### src/rtl/fir_output_fifo.sv
// ============================================================================
// Module   : fir_output_fifo
// Purpose  : Elastic buffer from a non-stallable FIR output to an Avalon-ST
//            source, carrying packet markers and keeping sticky drop stats.
// Revision : 1.0 - initial release
// ============================================================================
`default_nettype none

module fir_output_fifo #(
    parameter int DEPTH  = 16,
    parameter int DATA_W = 16
) (
    input  logic                       clk,
    input  logic                       rst,
    input  logic                       sink_valid,
    input  logic [DATA_W-1:0]          sink_data,
    input  logic                       sink_startofpacket,
    input  logic                       sink_endofpacket,
    input  logic                       source_ready,
    output logic                       source_valid,
    output logic [DATA_W-1:0]          source_data,
    output logic                       source_startofpacket,
    output logic                       source_endofpacket,
    output logic [$clog2(DEPTH):0]     level,
    output logic                       overflow,
    output logic [15:0]                drop_count,
    input  logic                       clear_stats,
    input  logic                       flush
);

    localparam int              C_AW    = $clog2(DEPTH);
    localparam int              C_LW    = C_AW + 1;
    localparam int              C_EW    = DATA_W + 2;
    localparam logic [C_LW-1:0] C_DEPTH = C_LW'(DEPTH);

    logic [C_EW-1:0] mem_q [DEPTH];
    logic [C_AW-1:0] rd_ptr_q, rd_ptr_d;
    logic [C_AW-1:0] wr_ptr_q, wr_ptr_d;
    logic [C_LW-1:0] level_q, level_d;
    logic            overflow_q, overflow_d;
    logic [15:0]     drop_count_q, drop_count_d;

    logic            full_w;
    logic            pop_w;
    logic            push_w;
    logic            drop_w;
    logic [C_EW-1:0] head_w;

    assign full_w = (level_q == C_DEPTH);
    assign pop_w  = source_valid && source_ready;
    // A full FIFO still accepts a sample when the head leaves in the same cycle.
    assign push_w = sink_valid && !flush && (!full_w || pop_w);
    assign drop_w = sink_valid && !flush && full_w && !pop_w;

    always_comb begin
        rd_ptr_d     = rd_ptr_q;
        wr_ptr_d     = wr_ptr_q;
        level_d      = level_q;
        overflow_d   = overflow_q;
        drop_count_d = drop_count_q;

        if (flush) begin
            rd_ptr_d = '0;
            wr_ptr_d = '0;
            level_d  = '0;
        end else begin
            if (pop_w) begin
                rd_ptr_d = rd_ptr_q + C_AW'(1);
            end
            if (push_w) begin
                wr_ptr_d = wr_ptr_q + C_AW'(1);
            end
            if (push_w && !pop_w) begin
                level_d = level_q + C_LW'(1);
            end else if (pop_w && !push_w) begin
                level_d = level_q - C_LW'(1);
            end
        end

        // Clearing the statistics outranks a drop in the same cycle.
        if (clear_stats) begin
            overflow_d   = 1'b0;
            drop_count_d = '0;
        end else if (drop_w) begin
            overflow_d = 1'b1;
            if (drop_count_q != 16'hFFFF) begin
                drop_count_d = drop_count_q + 16'd1;
            end
        end
    end

    always_ff @(posedge clk) begin
        if (rst) begin
            rd_ptr_q     <= '0;
            wr_ptr_q     <= '0;
            level_q      <= '0;
            overflow_q   <= 1'b0;
            drop_count_q <= '0;
        end else begin
            rd_ptr_q     <= rd_ptr_d;
            wr_ptr_q     <= wr_ptr_d;
            level_q      <= level_d;
            overflow_q   <= overflow_d;
            drop_count_q <= drop_count_d;
        end
    end

    always_ff @(posedge clk) begin
        if (push_w && !rst) begin
            mem_q[wr_ptr_q] <= {sink_startofpacket, sink_endofpacket, sink_data};
        end
    end

    assign head_w               = mem_q[rd_ptr_q];
    assign source_valid         = (level_q != '0);
    assign source_data          = source_valid ? head_w[DATA_W-1:0] : '0;
    assign source_endofpacket   = source_valid && head_w[DATA_W];
    assign source_startofpacket = source_valid && head_w[DATA_W+1];
    assign level                = level_q;
    assign overflow             = overflow_q;
    assign drop_count           = drop_count_q;

endmodule

`default_nettype wire

### config.mk
export PLATFORM = sky130hd
export DESIGN_NAME = fir_output_fifo
export DESIGN_NICKNAME = d
export VERILOG_FILES = /design/src/rtl/fir_output_fifo.sv
export SDC_FILE = /design/constraint.sdc
export NUM_CORES = 1
export LEC_CHECK = 0
export BUFFER_PORTS_ARGS = -buffer_cell sky130_fd_sc_hd__buf_2
export CAP_MARGIN = 30
export CELL_PAD_IN_SITES_DETAIL_PLACEMENT = 0
export CELL_PAD_IN_SITES_GLOBAL_PLACEMENT = 1
export CORE_MARGIN = 2
export CORE_UTILIZATION = 57
export DETAILED_ROUTE_END_ITERATION = 10
export PLACE_DENSITY_LB_ADDON = 0.1
export SLEW_MARGIN = 20
export SYNTH_ARGS = -nofsm -noshare
export SYNTH_HDL_FRONTEND = slang
export SYNTH_SLANG_ARGS = --single-unit
### constraint.sdc
create_clock -name clk -period 9.08 [get_ports clk]
set_clock_uncertainty 0.2 [all_clocks]
set_input_delay 2.724 -clock clk [delete_from_list [all_inputs] [get_ports clk]]
set_output_delay 2.724 -clock clk [all_outputs]
set_load 0.05 [all_outputs]
==> flow_metrics.env <==
export IMPL_final_period_utilization_pct=67.56
export IMPL_routed_via_count=6319
export IMPL_endpoint_kind="primary output"
export IMPL_cts_resized=0
export IMPL_synth_area_per_cell_sq_um=19.51
export IMPL_grt_max_degree=73
export IMPL_ys_top_cells_by_count="sky130_fd_sc_hd__edfxtp_1 (288), sky130_fd_sc_hd__mux4_2 (72), sky130_fd_sc_hd__nor2_1 (40)"
export IMPL_ctsRootBufferMaster="sky130_fd_sc_hd__clkbuf_16"
export IMPL_post_route_cells_drive_above_1_share_pct=29.91
export IMPL_timing_critical_path_from_type="flip-flop"
export IMPL_critical_path_buf_inv_count=2
export IMPL_timing_final_crit_period_ns=6.134
export IMPL_fin_worst_hold_slack_ns=0.2813
export IMPL_rows=54
export IMPL_async_set_or_reset_register_ratio_after_synthesis_pct=0
export IMPL_floorplan_die_area_sq_um=23350
export IMPL_cellPowerDensity_nw_per_um2=218.7
export IMPL_area_growth_syn_to_layout_pct=14.08
export IMPL_cts_sinks=322
export IMPL_r2r_slack_ns=5.83
export IMPL_fin_nets=771
export IMPL_slew_viol_final=0
export IMPL_netlist_area_leader_share_pct=68.52
export IMPL_top_ff_cell_synth="sky130_fd_sc_hd__edfxtp_1"
export IMPL_clockBufferDepth=3
export IMPL_critical_path_max_stage_delay_ns=0.86
export IMPL_worst_setup_hold_path_clk_slew_ns=0.05
export IMPL_power_ir_vdd_worst_mv=0.1157
export IMPL_setup_viol=0
export IMPL_rsz0062_at_grt="no"
export IMPL_grt_first_pass_wirelength_mm=39.03
export IMPL_worst_ep_required_time_ns=6.16
export IMPL_synth_top_cells_by_area="sky130_fd_sc_hd__edfxtp_1 (69%), sky130_fd_sc_hd__mux4_2 (13%), sky130_fd_sc_hd__dfxtp_1 (5.4%), sky130_fd_sc_hd__mux2i_1 (2.9%), sky130_fd_sc_hd__nor2_1 (1.2%)"
export IMPL_worst_path_class_setup="reg -> out"
export IMPL_start_util_pct=58.02
export IMPL_yosys_cell_count_top_type="sky130_fd_sc_hd__edfxtp_1"
export IMPL_place_congestion=0.7387
export IMPL_crit_chain="buf_4 > mux4_2 > mux2i_1 > o22ai_1 > buf_2"
export IMPL_cell_type_group_with_the_largest_total_delay_on_the_critical_path="buffers and inverters"
export IMPL_maxCapViolCount=0
export IMPL_insertedDiodeCount=0
export IMPL_synth_edf_count=288
export IMPL_drt_wl_total_mm=25.43
export IMPL_tritoncts_clock_tree="done"
export IMPL_synthDominantAreaCellType="sky130_fd_sc_hd__edfxtp_1"
export IMPL_post_drt_wl_per_cell_microns=24.48
export IMPL_synth_net_count=682
export IMPL_drtAntennaViolNets=0
export IMPL_cts_htree_levels=2
export IMPL_seq_area_frac_synth_pct=73.91
export IMPL_worst_endpoint_arrival_ns=3.21
export IMPL_boundaryPins=65
export IMPL_detailedRoute_firstPassIterationCount=5
export IMPL_crit_path_max_fanout=40
export IMPL_run_status="complete, no violations"
export IMPL_post_cts_buffers=0
export IMPL_postSynthCellCount=647
export IMPL_tns_ns=0
export IMPL_drc_errors=0
export IMPL_worst_slew_pin_transition_ns=0.8481
export IMPL_postSynthRegisterBits=322
export IMPL_numCtsBuffers=34
export IMPL_timing_hold_violations_final=0
export IMPL_finalInstanceArea_sq_um=14400
export IMPL_io_buffer_count=64
export IMPL_gr_usage_all_layers_pct=22.48
export IMPL_holdCritPathClass="reg -> reg"
export IMPL_gr_total_overflow=0
export IMPL_post_synth_instance_area_sq_um=12620
export IMPL_initial_antenna_violation_count=0
export IMPL_fmax_mhz=163.0
export IMPL_grt_pass1_vias=6516
export IMPL_timing_critical_path_slowest_stage_cell="sky130_fd_sc_hd__dfxtp_4"
export IMPL_postPlaceCellArea_sq_um=13360
export IMPL_via_per_inst=6.082
export IMPL_fp_dieH_microns=152.8
export IMPL_number_of_hold_buffers_added_after_cts=0
export IMPL_floorplan_core_area_sq_um=21760
export IMPL_worst_slew_margin_rel_pct=43.33
export IMPL_detailedRoute_firstIterationViolations=515
export IMPL_detailed_place_hpwl_mm=13.79
export IMPL_number_of_distinct_library_cells_after_synthesis=42
export IMPL_die_w_microns=152.8
export IMPL_leakage_power_of_the_design_nw=4.557
export IMPL_insertion_delay_ns=0.49
export IMPL_yosys_warnings=0
-- where the power goes --
part	switching, mW	total [mW]	internal, mW	leakage, nW
Sequential	0.0150	1.63	1.62	2.87
Combinational	0.182	0.269	0.0869	1.20
Clock	0.514	1.25	0.732	0.489
-- state kept, by name (all words and copies together), names as in the netlist, named ones only --
signal      count
wr_ptr_q        4
mem_q         288
drop_count     16
overflow        1
rd_ptr_q        4
level           5
-- metal layers --
layer	global-route usage, %	share of wire [%]	routed length (microns)
met3	4.310	5.7	1441
met1	31.39	42	10640
met5	0	0	0
met2	37.39	51	12920
met4	5.600	1.7	426
-- cells by family (layout without fill, tap and decap cells) --
| group | after synthesis | in the layout | synth area share, % |
|---|---|---|---|
| xor+xnor | 23 | 23 | 1.596 |
| buf+inv | 39 | 151 | 1.467 |
| simple gates | 106 | 106 | 4.292 |
| flops | 322 | 322 | 73.91 |
| mux | 109 | 109 | 15.78 |
| fa+ha+maj | 11 | 11 | 1.150 |
| compound gates | 37 | 37 | 1.804 |
-- area by class of cell --
class | count | area (sq um)
clock buffers | 43 | 905.9
clock inverters | 16 | 98.84
fillers | 1461 | 7357
inverters | 6 | 22.52
multi-input cells | 286 | 3163
flip-flops and latches | 322 | 9335
well taps | 280 | 350.3
repair buffers | 86 | 523.0
-- path summary, 6_finish.rpt --
path / startpoint / end / cells after the start
min reg2reg: overflow$_SDFFE_PP0P_ / overflow$_SDFFE_PP0P_ / 2
max reg2reg: level[0]$_SDFFE_PP0P_ / level[4]$_SDFFE_PP0P_ / 11
max: flip-flop / source_data[7] / 5
min: overflow$_SDFFE_PP0P_ / overflow$_SDFFE_PP0P_ / 2
-- through the flow --
stage                     std cells  power [mW]  worst slack (ns)  utilization, %
final                          1039       3.149             2.946           66.18
after global routing           1039       3.249             2.676           66.18
after CTS                      1037       3.180             2.839           66.03
after detailed placement        978       1.937             3.368           61.42
after global placement          977       1.930             3.346           61.29
after floorplan                 647       1.861             3.300               -
-- cell usage in the layout, fill, tap and decap left out, drive strengths merged, types with 5 or more instances in the layout --
cell type,netlist,routed
inv,6,7
o22ai,18,18
o21ai,5,5
nor4,5,5
mux4,72,72
xor2,6,6
nor3,12,12
edfxtp,288,288
nor2,40,40
xnor2,17,17
nand4,7,7
buf,16,86
ha,10,10
nand2,14,14
clkbuf,16,43
dfxtp,34,34
a21oi,10,10
mux2i,37,37
clkinv,0,14
nand3,11,11
-- worst min-delay path: cells and delay by family, from the launching register on --
family	cells	cell delay (ns)
DFF	1	0.33
and+or+nand+nor	1	0.07
AOI/OAI and AO/OA	1	0.04
Power figures use the tool's default switching activity.
